--- src/rtl/tpu_job_sched_pkg.sv ---
`default_nettype none
// ============================================================================
//  Module      : tpu_sched_pkg
//  Description : Shared types and constants for the TPU job scheduler:
//                FSM state encoding, completion status codes, datapath
//                widths and a saturating increment helper.
//  Revision    : 1.0 - initial release
// ============================================================================
package tpu_sched_pkg;

    // GEMM dimension width (K, M, N) and perf counter width
    localparam int c_dim_w  = 8;
    localparam int c_perf_w = 24;

    // Completion status codes
    localparam logic [1:0] ST_OK      = 2'd0;
    localparam logic [1:0] ST_ZERO    = 2'd1;
    localparam logic [1:0] ST_TIMEOUT = 2'd2;

    // Scheduler FSM states
    typedef enum logic [2:0] {
        S_IDLE     = 3'd0,
        S_LAUNCH   = 3'd1,
        S_WAIT_ACK = 3'd2,
        S_RUN      = 3'd3,
        S_DONE     = 3'd4
    } sched_state_t;

    // Increment that sticks at all-ones instead of wrapping
    function automatic logic [c_perf_w-1:0] sat_inc(input logic [c_perf_w-1:0] v);
        return (&v) ? v : v + c_perf_w'(1);
    endfunction

endpackage
`default_nettype wire

--- src/rtl/tpu_job_sched_if.sv ---
`default_nettype none
// ============================================================================
//  Module      : tpu_job_sched_if
//  Description : Bundles the host command channel, the TPU start/busy
//                channel, the completion record channel and status outputs
//                of the job scheduler. 'slave' is the scheduler's view,
//                'master' is the surrounding system's view.
//  Revision    : 1.0 - initial release
// ============================================================================
interface tpu_job_sched_if #(
    parameter int CMD_DEPTH = 4,
    parameter int TAG_W     = 4
);
    // Host command channel
    logic                         cmd_valid;
    logic                         cmd_ready;
    logic [7:0]                   cmd_k;
    logic [7:0]                   cmd_m;
    logic [7:0]                   cmd_n;
    logic [TAG_W-1:0]             cmd_tag;
    // TPU job start / busy
    logic                         tpu_in_valid;
    logic [7:0]                   tpu_k;
    logic [7:0]                   tpu_m;
    logic [7:0]                   tpu_n;
    logic                         tpu_busy;
    // Completion records
    logic                         done_valid;
    logic                         done_ready;
    logic [TAG_W-1:0]             done_tag;
    logic [1:0]                   done_status;
    logic [23:0]                  done_cycles;
    // Status
    logic [$clog2(CMD_DEPTH):0]   pending;
    logic                         sched_idle;

    modport slave (
        input  cmd_valid, cmd_k, cmd_m, cmd_n, cmd_tag,
        output cmd_ready,
        output tpu_in_valid, tpu_k, tpu_m, tpu_n,
        input  tpu_busy,
        output done_valid, done_tag, done_status, done_cycles,
        input  done_ready,
        output pending, sched_idle
    );

    modport master (
        output cmd_valid, cmd_k, cmd_m, cmd_n, cmd_tag,
        input  cmd_ready,
        input  tpu_in_valid, tpu_k, tpu_m, tpu_n,
        output tpu_busy,
        input  done_valid, done_tag, done_status, done_cycles,
        output done_ready,
        input  pending, sched_idle
    );

endinterface
`default_nettype wire

--- src/rtl/tpu_cmd_fifo.sv ---
`default_nettype none
// ============================================================================
//  Module      : tpu_cmd_fifo
//  Description : Synchronous first-word-fall-through FIFO with occupancy
//                count. Holds packed {tag, n, m, k} job commands.
//                DEPTH must be a power of two so pointers wrap naturally.
//  Revision    : 1.0 - initial release
// ============================================================================
module tpu_cmd_fifo #(
    parameter int DEPTH = 4,
    parameter int WIDTH = 28
) (
    input  logic                       clk,
    input  logic                       rst_n,
    input  logic                       i_push,
    input  logic                       i_pop,
    input  logic [WIDTH-1:0]           i_wdata,
    output logic [WIDTH-1:0]           o_rdata,
    output logic                       o_full,
    output logic                       o_empty,
    output logic [$clog2(DEPTH):0]     o_count
);
    localparam int c_ptr_w = $clog2(DEPTH);
    localparam int c_cnt_w = c_ptr_w + 1;

    logic [WIDTH-1:0]   r_mem [DEPTH];
    logic [c_ptr_w-1:0] r_wr_ptr;
    logic [c_ptr_w-1:0] r_rd_ptr;
    logic [c_cnt_w-1:0] r_count;
    logic               w_do_push;
    logic               w_do_pop;

    assign o_full    = (r_count == c_cnt_w'(DEPTH));
    assign o_empty   = (r_count == '0);
    assign o_count   = r_count;
    assign o_rdata   = r_mem[r_rd_ptr];
    assign w_do_push = i_push && !o_full;
    assign w_do_pop  = i_pop && !o_empty;

    // Storage array; left unreset so it can map onto plain registers/RAM
    always_ff @(posedge clk) begin
        if (w_do_push) begin
            r_mem[r_wr_ptr] <= i_wdata;
        end
    end

    // Pointer and occupancy bookkeeping; simultaneous push+pop leaves count as is
    always_ff @(posedge clk or negedge rst_n) begin
        if (!rst_n) begin
            r_wr_ptr <= '0;
            r_rd_ptr <= '0;
            r_count  <= '0;
        end else begin
            if (w_do_push) begin
                r_wr_ptr <= r_wr_ptr + c_ptr_w'(1);
            end
            if (w_do_pop) begin
                r_rd_ptr <= r_rd_ptr + c_ptr_w'(1);
            end
            if (w_do_push && !w_do_pop) begin
                r_count <= r_count + c_cnt_w'(1);
            end else if (w_do_pop && !w_do_push) begin
                r_count <= r_count - c_cnt_w'(1);
            end
        end
    end

endmodule
`default_nettype wire

--- src/rtl/tpu_job_sched.sv ---
`default_nettype none
// ============================================================================
//  Module      : tpu_job_sched
//  Description : Command-queue front end for the TPU matrix engine. Queues
//                host GEMM jobs, launches them one at a time, watches
//                tpu_busy for acknowledge/completion and returns one in-order
//                completion record per job.
//                Optional build macro TPU_SCHED_PERF_EN adds a 24-bit
//                launch-to-completion cycle counter reported in done_cycles.
//  Revision    : 1.0 - initial release
// ============================================================================
module tpu_job_sched
    import tpu_sched_pkg::*;
#(
    parameter int CMD_DEPTH   = 4,
    parameter int TAG_W       = 4,
    parameter int ACK_TIMEOUT = 4
) (
    input  logic            clk,
    input  logic            rst_n,
    tpu_job_sched_if.slave  bus
);
    localparam int c_fifo_w = TAG_W + 3 * c_dim_w;
    localparam int c_cnt_w  = $clog2(CMD_DEPTH) + 1;
    localparam int c_ack_w  = (ACK_TIMEOUT > 1) ? $clog2(ACK_TIMEOUT) : 1;
    localparam logic [c_ack_w-1:0] c_ack_last = c_ack_w'(ACK_TIMEOUT - 1);

    sched_state_t          r_state;
    sched_state_t          w_next_state;
    logic                  w_pop;
    logic                  w_enter_done;
    logic [1:0]            w_done_status;

    logic [c_fifo_w-1:0]   w_fifo_wdata;
    logic [c_fifo_w-1:0]   w_fifo_rdata;
    logic                  w_fifo_full;
    logic                  w_fifo_empty;
    logic [c_cnt_w-1:0]    w_fifo_count;
    logic                  w_push;

    logic [c_dim_w-1:0]    w_head_k;
    logic [c_dim_w-1:0]    w_head_m;
    logic [c_dim_w-1:0]    w_head_n;
    logic [TAG_W-1:0]      w_head_tag;
    logic                  w_head_zero;

    logic [c_dim_w-1:0]    r_tpu_k;
    logic [c_dim_w-1:0]    r_tpu_m;
    logic [c_dim_w-1:0]    r_tpu_n;
    logic [TAG_W-1:0]      r_job_tag;
    logic [TAG_W-1:0]      r_done_tag;
    logic [1:0]            r_done_status;
    logic [c_ack_w-1:0]    r_ack_cnt;

    assign w_push       = bus.cmd_valid && !w_fifo_full;
    assign w_fifo_wdata = {bus.cmd_tag, bus.cmd_n, bus.cmd_m, bus.cmd_k};
    assign {w_head_tag, w_head_n, w_head_m, w_head_k} = w_fifo_rdata;
    assign w_head_zero  = (w_head_k == '0) || (w_head_m == '0) || (w_head_n == '0);

    tpu_cmd_fifo #(
        .DEPTH (CMD_DEPTH),
        .WIDTH (c_fifo_w)
    ) u_fifo (
        .clk     (clk),
        .rst_n   (rst_n),
        .i_push  (w_push),
        .i_pop   (w_pop),
        .i_wdata (w_fifo_wdata),
        .o_rdata (w_fifo_rdata),
        .o_full  (w_fifo_full),
        .o_empty (w_fifo_empty),
        .o_count (w_fifo_count)
    );

    // State register
    always_ff @(posedge clk or negedge rst_n) begin
        if (!rst_n) begin
            r_state <= S_IDLE;
        end else begin
            r_state <= w_next_state;
        end
    end

    // Next-state logic; a job is only popped from IDLE, so a pending
    // completion record always blocks the next launch
    always_comb begin
        w_next_state  = r_state;
        w_pop         = 1'b0;
        w_enter_done  = 1'b0;
        w_done_status = ST_OK;
        case (r_state)
            S_IDLE: begin
                if (!w_fifo_empty) begin
                    w_pop = 1'b1;
                    if (w_head_zero) begin
                        w_next_state  = S_DONE;
                        w_enter_done  = 1'b1;
                        w_done_status = ST_ZERO;
                    end else begin
                        w_next_state = S_LAUNCH;
                    end
                end
            end
            S_LAUNCH: begin
                w_next_state = S_WAIT_ACK;
            end
            S_WAIT_ACK: begin
                if (bus.tpu_busy) begin
                    w_next_state = S_RUN;
                end else if (r_ack_cnt == c_ack_last) begin
                    w_next_state  = S_DONE;
                    w_enter_done  = 1'b1;
                    w_done_status = ST_TIMEOUT;
                end
            end
            S_RUN: begin
                if (!bus.tpu_busy) begin
                    w_next_state  = S_DONE;
                    w_enter_done  = 1'b1;
                    w_done_status = ST_OK;
                end
            end
            S_DONE: begin
                if (bus.done_ready) begin
                    w_next_state = S_IDLE;
                end
            end
            default: begin
                w_next_state = S_IDLE;
            end
        endcase
    end

    // Job registers; TPU dimensions only change when a real launch follows,
    // so they hold their last value across IDLE and zero-dimension rejects
    always_ff @(posedge clk or negedge rst_n) begin
        if (!rst_n) begin
            r_tpu_k   <= '0;
            r_tpu_m   <= '0;
            r_tpu_n   <= '0;
            r_job_tag <= '0;
        end else if (w_pop) begin
            r_job_tag <= w_head_tag;
            if (!w_head_zero) begin
                r_tpu_k <= w_head_k;
                r_tpu_m <= w_head_m;
                r_tpu_n <= w_head_n;
            end
        end
    end

    // Acknowledge timeout counter, restarted at each launch
    always_ff @(posedge clk or negedge rst_n) begin
        if (!rst_n) begin
            r_ack_cnt <= '0;
        end else if (r_state == S_LAUNCH) begin
            r_ack_cnt <= '0;
        end else if ((r_state == S_WAIT_ACK) && (r_ack_cnt != c_ack_last)) begin
            r_ack_cnt <= r_ack_cnt + c_ack_w'(1);
        end
    end

    // Completion record fields, captured as the FSM enters DONE
    always_ff @(posedge clk or negedge rst_n) begin
        if (!rst_n) begin
            r_done_tag    <= '0;
            r_done_status <= ST_OK;
        end else if (w_enter_done) begin
            r_done_tag    <= (r_state == S_IDLE) ? w_head_tag : r_job_tag;
            r_done_status <= w_done_status;
        end
    end

`ifdef TPU_SCHED_PERF_EN
    logic [c_perf_w-1:0] r_perf_cnt;
    logic [c_perf_w-1:0] r_done_cycles;

    // Launch-to-completion counter; the final WAIT_ACK/RUN cycle is
    // included in the latched value
    always_ff @(posedge clk or negedge rst_n) begin
        if (!rst_n) begin
            r_perf_cnt    <= '0;
            r_done_cycles <= '0;
        end else begin
            if (r_state == S_LAUNCH) begin
                r_perf_cnt <= '0;
            end else if ((r_state == S_WAIT_ACK) || (r_state == S_RUN)) begin
                r_perf_cnt <= sat_inc(r_perf_cnt);
            end
            if (w_enter_done) begin
                r_done_cycles <= (r_state == S_IDLE) ? '0 : sat_inc(r_perf_cnt);
            end
        end
    end

    assign bus.done_cycles = r_done_cycles;
`else
    assign bus.done_cycles = '0;
`endif

    assign bus.cmd_ready    = !w_fifo_full;
    assign bus.tpu_in_valid = (r_state == S_LAUNCH);
    assign bus.tpu_k        = r_tpu_k;
    assign bus.tpu_m        = r_tpu_m;
    assign bus.tpu_n        = r_tpu_n;
    assign bus.done_valid   = (r_state == S_DONE);
    assign bus.done_tag     = r_done_tag;
    assign bus.done_status  = r_done_status;
    assign bus.pending      = w_fifo_count;
    assign bus.sched_idle   = (r_state == S_IDLE) && w_fifo_empty;

endmodule
`default_nettype wire

--- src/flat_wrapper.sv ---
// flat-port wrapper written by rule: the top's interface ports become plain ports
module tpu_job_sched_flat import tpu_sched_pkg::*;
#(
    parameter int CMD_DEPTH   = 4,
    parameter int TAG_W       = 4,
    parameter int ACK_TIMEOUT = 4
)
  (clk, rst_n, bus_cmd_valid, bus_cmd_k, bus_cmd_m, bus_cmd_n, bus_cmd_tag, bus_cmd_ready, bus_tpu_in_valid, bus_tpu_k, bus_tpu_m, bus_tpu_n, bus_tpu_busy, bus_done_valid, bus_done_tag, bus_done_status, bus_done_cycles, bus_done_ready, bus_pending, bus_sched_idle);
  tpu_job_sched_if #(.CMD_DEPTH(CMD_DEPTH), .TAG_W(TAG_W)) bus_i ();
  input  logic clk;
  input  logic rst_n;
  input wire logic [$bits(bus_i.cmd_valid)-1:0] bus_cmd_valid;
  input wire logic [$bits(bus_i.cmd_k)-1:0] bus_cmd_k;
  input wire logic [$bits(bus_i.cmd_m)-1:0] bus_cmd_m;
  input wire logic [$bits(bus_i.cmd_n)-1:0] bus_cmd_n;
  input wire logic [$bits(bus_i.cmd_tag)-1:0] bus_cmd_tag;
  output wire logic [$bits(bus_i.cmd_ready)-1:0] bus_cmd_ready;
  output wire logic [$bits(bus_i.tpu_in_valid)-1:0] bus_tpu_in_valid;
  output wire logic [$bits(bus_i.tpu_k)-1:0] bus_tpu_k;
  output wire logic [$bits(bus_i.tpu_m)-1:0] bus_tpu_m;
  output wire logic [$bits(bus_i.tpu_n)-1:0] bus_tpu_n;
  input wire logic [$bits(bus_i.tpu_busy)-1:0] bus_tpu_busy;
  output wire logic [$bits(bus_i.done_valid)-1:0] bus_done_valid;
  output wire logic [$bits(bus_i.done_tag)-1:0] bus_done_tag;
  output wire logic [$bits(bus_i.done_status)-1:0] bus_done_status;
  output wire logic [$bits(bus_i.done_cycles)-1:0] bus_done_cycles;
  input wire logic [$bits(bus_i.done_ready)-1:0] bus_done_ready;
  output wire logic [$bits(bus_i.pending)-1:0] bus_pending;
  output wire logic [$bits(bus_i.sched_idle)-1:0] bus_sched_idle;
  assign bus_i.cmd_valid = bus_cmd_valid;
  assign bus_i.cmd_k = bus_cmd_k;
  assign bus_i.cmd_m = bus_cmd_m;
  assign bus_i.cmd_n = bus_cmd_n;
  assign bus_i.cmd_tag = bus_cmd_tag;
  assign bus_cmd_ready = bus_i.cmd_ready;
  assign bus_tpu_in_valid = bus_i.tpu_in_valid;
  assign bus_tpu_k = bus_i.tpu_k;
  assign bus_tpu_m = bus_i.tpu_m;
  assign bus_tpu_n = bus_i.tpu_n;
  assign bus_i.tpu_busy = bus_tpu_busy;
  assign bus_done_valid = bus_i.done_valid;
  assign bus_done_tag = bus_i.done_tag;
  assign bus_done_status = bus_i.done_status;
  assign bus_done_cycles = bus_i.done_cycles;
  assign bus_i.done_ready = bus_done_ready;
  assign bus_pending = bus_i.pending;
  assign bus_sched_idle = bus_i.sched_idle;
  tpu_job_sched #(.CMD_DEPTH(CMD_DEPTH), .TAG_W(TAG_W), .ACK_TIMEOUT(ACK_TIMEOUT)) u_core (.clk(clk), .rst_n(rst_n), .bus(bus_i));
endmodule
--- config.mk ---
export PLATFORM = sky130hd
export DESIGN_NAME = tpu_job_sched_flat
export DESIGN_NICKNAME = d
export VERILOG_FILES = /design/src/rtl/tpu_job_sched_pkg.sv /design/src/rtl/tpu_job_sched_if.sv /design/src/rtl/tpu_cmd_fifo.sv /design/src/rtl/tpu_job_sched.sv /design/src/flat_wrapper.sv
export SDC_FILE = /design/constraint.sdc
export NUM_CORES = 1
export LEC_CHECK = 0
export BUFFER_PORTS_ARGS = -buffer_cell sky130_fd_sc_hd__buf_4
export CAP_MARGIN = 30
export CELL_PAD_IN_SITES_DETAIL_PLACEMENT = 1
export CELL_PAD_IN_SITES_GLOBAL_PLACEMENT = 1
export CORE_ASPECT_RATIO = 1.4
export CORE_MARGIN = 5
export CORE_UTILIZATION = 45
export CTS_BUF_LIST = sky130_fd_sc_hd__clkbuf_16
export DETAILED_ROUTE_END_ITERATION = 6
export GPL_ROUTABILITY_DRIVEN = 0
export GPL_TIMING_DRIVEN = 0
export PLACE_DENSITY_LB_ADDON = 0.15
export SYNTH_ARGS = -nofsm -noshare
export SYNTH_HDL_FRONTEND = slang
export SYNTH_HIERARCHICAL = 1
export SYNTH_SLANG_ARGS = --single-unit
--- constraint.sdc ---
create_clock -name clk -period 4.5 [get_ports clk]
set_input_delay 0.45 -clock clk [delete_from_list [all_inputs] [get_ports clk]]
set_output_delay 0.45 -clock clk [all_outputs]
set_load 0.02 [all_outputs]
After elaboration in Yosys (flattened, before gate mapping). Memory sizes are Yosys's and may differ from the RTL's. Index checks and enable logic that the tools add are counted.

Register bits: 46. Bits in latches: 0. RAM bits: 112. Memory bits (read-only): 0. Output and inout port bits: 61. Logic and storage cells: 78. Memories kept: 1.

Add/sub/neg operators: 5. Multiply operators: 0. Div/mod/pow operators: 0. $lt $le $gt $ge: 0. Eq/ne operators: 11. Shift operators: 0. Multiplexer cells: 27. Bitwise logic cells: 1. Reduce and logical (&&, ||, !) cells: 22.

Memory list: u_core.u_fifo.r_mem (words 4, bits a word 28, read ports 1, clocked after Yosys merged registers in 0, wr ports 1, RTL line tpu_cmd_fifo.sv:26) `logic [WIDTH-1:0] r_mem [DEPTH];`.

Operator list (number): 8-bit logical NOT (3); 3-bit two-way mux (8); 3-bit one-hot mux with 5 select lines (1); 1-bit two-way mux (10); 2-bit two-way mux (5); 1-bit logical AND (7); 2-bit by 1-bit adder with 2-bit output, second input constant (3); 3-bit by 2-bit == test with 1-bit output, second input constant (2); 3-bit == test, second input constant (2); 3-bit logical NOT (2); 2-bit != test, second input constant (3); 1-bit logical NOT (4); 4-bit two-way mux (1); 2-bit one-hot mux with 2 select lines (1); 4-bit AND reduction (1); 2-bit nonzero test (2); 3-bit by 1-bit adder with 3-bit output, second input constant (1); 3-bit by 1-bit == test with 1-bit output, second input constant (1); 3-bit by 2-bit != test with 1-bit output, second input constant (1); 1-bit one-hot mux with 3 select lines (1); 3-bit by 1-bit subtractor with 3-bit output, second input constant (1); 2-bit == test, second input constant (1); 1-bit logical OR (2); 2-bit by 1-bit != test with 1-bit output, second input constant (1); other kinds (2) (2).

Logic depth before layout (Yosys ltp).
Depth in word-level cells: 8. Depth in mapped cells: 10. Mapped depth without buffers: 10.

Hierarchy. Netlist, hierarchy kept.

Modules (own cells, without submodules): tpu_cmd_fifo (times used 1, cells an instance 183, area each 4460.5 um2); tpu_job_sched (times used 1, cells an instance 153, area each 1983.2 um2).

Worst setup path before layout. OpenSTA, ideal clock, no wires.

Path type: register -> register. From: register u_core.u_fifo.r_count[2], in the netlist u_core/u_fifo/o_count[2]. To: memory u_core.u_fifo.r_mem[3][0], enable pin. Data arrival time: 2.048 ns. Data required time: 4.087 ns. Path slack: 2.039 ns. Cell stages (with the launch flop): 5. Buffers on the path: 0. Clock period less this slack: 2.461 ns. Path through: dfrtp_1 nor3b_4 nor2b_1 nand2_1 nor2_1.

Longest elaborated chain between the ends: 6.

Ends and longest elaborated chain: from (decl) (RTL line tpu_cmd_fifo.sv:29) `logic [c_cnt_w-1:0] r_count;`; from (signal assigned) (RTL line tpu_cmd_fifo.sv:61) `r_count <= r_count + c_cnt_w'(1);`; from (signal assigned) (RTL line tpu_cmd_fifo.sv:63) `r_count <= r_count - c_cnt_w'(1);`; 3-bit == test (RTL line tpu_cmd_fifo.sv:33) `assign o_full = (r_count == c_cnt_w'(DEPTH));`; named net u_core.w_fifo_full (RTL line tpu_job_sched.sv:36) `logic w_fifo_full;`; 1-bit logical NOT (RTL line tpu_job_sched.sv:55) `assign w_push = bus.cmd_valid && !w_fifo_full;`; 1-bit logical AND (RTL line tpu_job_sched.sv:55); named net u_core.w_push (RTL line tpu_job_sched.sv:39) `logic w_push;`; 1-bit logical AND (RTL line tpu_cmd_fifo.sv:37) `assign w_do_push = i_push && !o_full;`; 1-bit two-way mux (RTL line tpu_cmd_fifo.sv:42) `if (w_do_push) begin`; 1-bit two-way mux (implied by the code) (RTL line tpu_cmd_fifo.sv:43) `r_mem[r_wr_ptr] <= i_wdata;`; to (decl) (RTL line tpu_cmd_fifo.sv:26).

The timed path passes the listed nets, and every way through them passes these cells.

Final worst setup path.
From: register u_core.u_fifo.r_rd_ptr[1]. To: register u_core.r_tpu_n[1], in the netlist u_core/bus.tpu_n[1].

RTL lines: from (decl) (RTL line tpu_cmd_fifo.sv:28) `logic [c_ptr_w-1:0] r_rd_ptr;`; from (signal assigned) (RTL line tpu_cmd_fifo.sv:58) `r_rd_ptr <= r_rd_ptr + c_ptr_w'(1);`; memory read 4 x 28 bit; named net u_core.w_fifo_rdata[16] (RTL line tpu_job_sched.sv:35) `logic [c_fifo_w-1:0] w_fifo_rdata;`; 8-bit logical NOT (RTL line tpu_job_sched.sv:58) `assign w_head_zero = (w_head_k == '0) || (w_head_m == '0) || (w_head_n == '0);`; 1-bit logical OR (RTL line tpu_job_sched.sv:58); 1-bit inverter (no line); 2-bit AND reduction (no line); to (signal assigned) (RTL line tpu_job_sched.sv:147) `r_tpu_n <= w_head_n;`; to (decl) (RTL line tpu_job_sched.sv:49) `logic [c_dim_w-1:0] r_tpu_n;`.

The timed path passes the listed nets, and every way through them passes these cells. A chain may end at the register's enable or synchronous reset.

==> metrics <==
GRT overflow 0; Core Rows 51; worst-path fanout max 10; maximum number of pins on one net before global-route repair 47; HP Class in2async; most common cell after layout, fill and taps aside edfxtp_1; pwr dens 734 nW/um2; CTS H-tree lvls 4; Crit path arrival time 3410 ps; CP max-delay cell nor4_1; multi-input combinational cell area 1730 um2; hold buffers post-CTS 0; antenna violations before repair 0; I/O Buffers 69; core box area 14000 um2; post-CTS sizing 0; drt pass-1 iters 4; Synth top area share 52.2%; crit share post-route 69.0%; commonest cells after routing, fill and taps aside edfxtp_1, buf_4, dfrtp_1, mux4_2, conb_1; R2R depth 9; ys async rst share 29.1%; # fillers 1268; First DRT Iteration DRCs 156; RSZ-0062 raised after global routing no; share of cells above drive strength 1 45.8%; Final Hold Vio Count 0; delay of the slowest critical-path stage 420 ps; Routed Antenna Nets 0; Switch Pwr 1.89 mW; clock power share 24.4%; Global Route Usage Sum 16.7%; R2R Path Start u_core/u_fifo/r_rd_ptr[1]; Root Buffer clkbuf_16; DR DRC count 0; Synth area leader edfxtp_1; Final setup violation count 0; Max-slew headroom 42.6%; Critical Path RT 4800 ps; max cap viols 0; post-DR vias/cell 5.02; Flop pwr share 38.3%; Reg clk slew, reported paths 60 ps; Setup TNS 0 ps; Worst setup EP type flip-flop; Crit Reg-Reg Endpoint u_core/bus.tpu_n[1]; Routed WL 13.3 mm; ANT cells 0; P_int 3.90 mW; CP most frequent cell buf_2; Crit Path Class reg2reg; top cells by area, synth edfxtp_1, dfrtp_1, mux4_2, mux2_4, buf_4; clk buf depth 2; Die Width 111 um; WL/cell 20.6 um; CTS Buf Count 17; register area share after synthesis 70.1%; critical path cell sequence buf_2 -> buf_2 -> mux4_2 -> nor4_1 -> nand2_1 -> and2_1 -> nand3_4 -> buf_6 -> mux2_4; Area Growth Syn to Fin 22.6%; clk sinks 158; CTS tree yes; worst slew pin tran 861 ps; cell leakage power 3.09 nW; power share of the combinational group 37.3%; Clock Skew 8.72 ps; Startpoint Class flip-flop; outcome finished clean; initial cell density of the core 46.1%; Yosys cell types 37; r2r setup slk 1390 ps; Worst VDD drop 0.000312 V; Die ar. 16800 um2; setup bufs post-CTS 0; #FFs+latches synth 158; clock latency on the worst-skew pair 420 ps; Ys Warns 6; syn avg cell area 19.2 um2; via count of the first global-routing pass 3821; Die Y 152 um; Final min period 3110 ps; nets 488; Mapped Area 6440 um2; number of enable flip-flop cells after synthesis 112; Post-DP HPWL 8.85 mm; I/O pins 94; Sw Ratio 32.6%; Hold WS 58.4 ps; first-pass GRT wire length 21.2 mm; Mapped Cells 336; top_reg_cell synth edfxtp_1; Vias 3244; pins over their slew limit 0; Register Area 4510 um2; fmax 0.322 GHz
## power by group through the flow
stage          Combinational [mW]  Clock [mW]  Sequential, mW
3_5_place_dp                 2.19           0            2.25
6_report                     2.16        1.41            2.22
3_3_place_gp                 2.12           0            2.23
4_1_cts                      2.21        1.44            2.23
5_1_grt                      2.32        1.52            2.26
2_1_floorplan                1.35           0            2.37
## kinds of logic (layout without fill, tap and decap cells)
| logic type | after synthesis | after routing | synth area share (%) |
|---|---|---|---|
| XOR/XNOR | 6 | 6 | 0.816 |
| adder cells (fa/ha/maj) | 7 | 7 | 1.48 |
| buffers and inverters | 45 | 147 | 4.62 |
| other | 1 | 24 | 0.0582 |
| AND/OR/NAND/NOR | 41 | 41 | 3.88 |
| multiplexers | 66 | 66 | 17.7 |
| AO/OA/AOI/OAI | 12 | 12 | 1.44 |
| flip-flops | 158 | 158 | 70.1 |
## critical path, delay by kind of cell, from the launching register on
family / cells / cell delay (ps)
AND/OR/NAND/NOR: 4 / 1070
buffers and inverters: 3 / 870
multiplexers: 2 / 710
flip-flops: 1 / 340
## metrics by stage
| step | cell area (um2) | instances | power, mW | utilization [%] | worst slack (ps) |
|---|---|---|---|---|---|
| after CTS | 7900 | 646 | 5.88 | 56.5 | 1370 |
| after global routing | 7900 | 646 | 6.10 | 56.5 | 1170 |
| final | 7900 | 646 | 5.79 | 56.5 | 1390 |
| after global placement | 7280 | 613 | 4.35 | 52.1 | 1010 |
| after detailed placement | 7310 | 614 | 4.44 | 52.3 | 1390 |
| after floorplan | 6530 | 359 | 3.72 | - | 2040 |
## synthesized netlist by cell type (all sizes together), types with 3 or more instances
| master | n |
|---|---|
| and2 | 5 |
| buf | 34 |
| dfrtp | 46 |
| edfxtp | 112 |
| ha | 6 |
| inv | 9 |
| mux2 | 38 |
| mux4 | 28 |
| nand2 | 8 |
| nor2 | 9 |
| nor3 | 4 |
| nor4 | 7 |
| o21ai | 3 |
| xnor2 | 4 |
## registers in the layout, summed over array words and instances, names as in the netlist
| name | flops |
|---|---|
| u_core/bus.done_status | 2 |
| u_core/u_fifo/r_mem | 112 |
| u_core/bus.done_tag | 4 |
| u_core/u_fifo/r_rd_ptr | 2 |
| u_core/bus.tpu_k | 8 |
| u_core/r_state | 3 |
| u_core/bus.tpu_m | 8 |
| u_core/u_fifo/r_wr_ptr | 2 |
| u_core/bus.tpu_n | 8 |
| u_core/r_job_tag | 4 |
| u_core/r_ack_cnt | 2 |
| u_core/u_fifo/o_count | 3 |
## layer usage
| layer | part of all wire (%) | track usage, % | vias to the layer above |
|---|---|---|---|
| met5 | 0 | 0 | - |
| met2 | 56 | 31.3 | 81 |
| li1 | - | - | 1463 |
| met1 | 39 | 18.2 | 1685 |
| met4 | 1.7 | 6.63 | 0 |
| met3 | 4.1 | 4.09 | 15 |
## area by class of cell
cell class / instances / share of cell area, %
Inverter: 9 / 0.428
Sequential cell: 158 / 57.2
Buffer: 36 / 3.34
Clock inverter: 15 / 2.06
Timing Repair Buffer: 70 / 6.81
Tap cell: 185 / 2.93
Clock buffer: 17 / 5.39
Multi-Input combinational cell: 156 / 21.9
## how the worst max path moves through the flow
stage / slack, ps / endpoint / from / cells past startpoint
2_1_floorplan: 2040 / u_core/u_fifo/r_mem[3][0] / u_core/u_fifo/o_count[2] / 4
3_3_place_gp: 1010 / u_core/u_fifo/r_mem[3][16] / u_core/u_fifo/o_count[2] / 4
3_5_place_dp: 1390 / u_core/bus.tpu_m[4] / u_core/u_fifo/r_rd_ptr[1] / 9
4_1_cts: 1370 / u_core/bus.tpu_n[6] / u_core/u_fifo/r_rd_ptr[1] / 9
5_1_grt: 1170 / u_core/bus.tpu_n[6] / u_core/u_fifo/r_rd_ptr[1] / 9
6_report: 1390 / u_core/bus.tpu_n[1] / u_core/u_fifo/r_rd_ptr[1] / 9
Power figures use the tool's default switching activity.
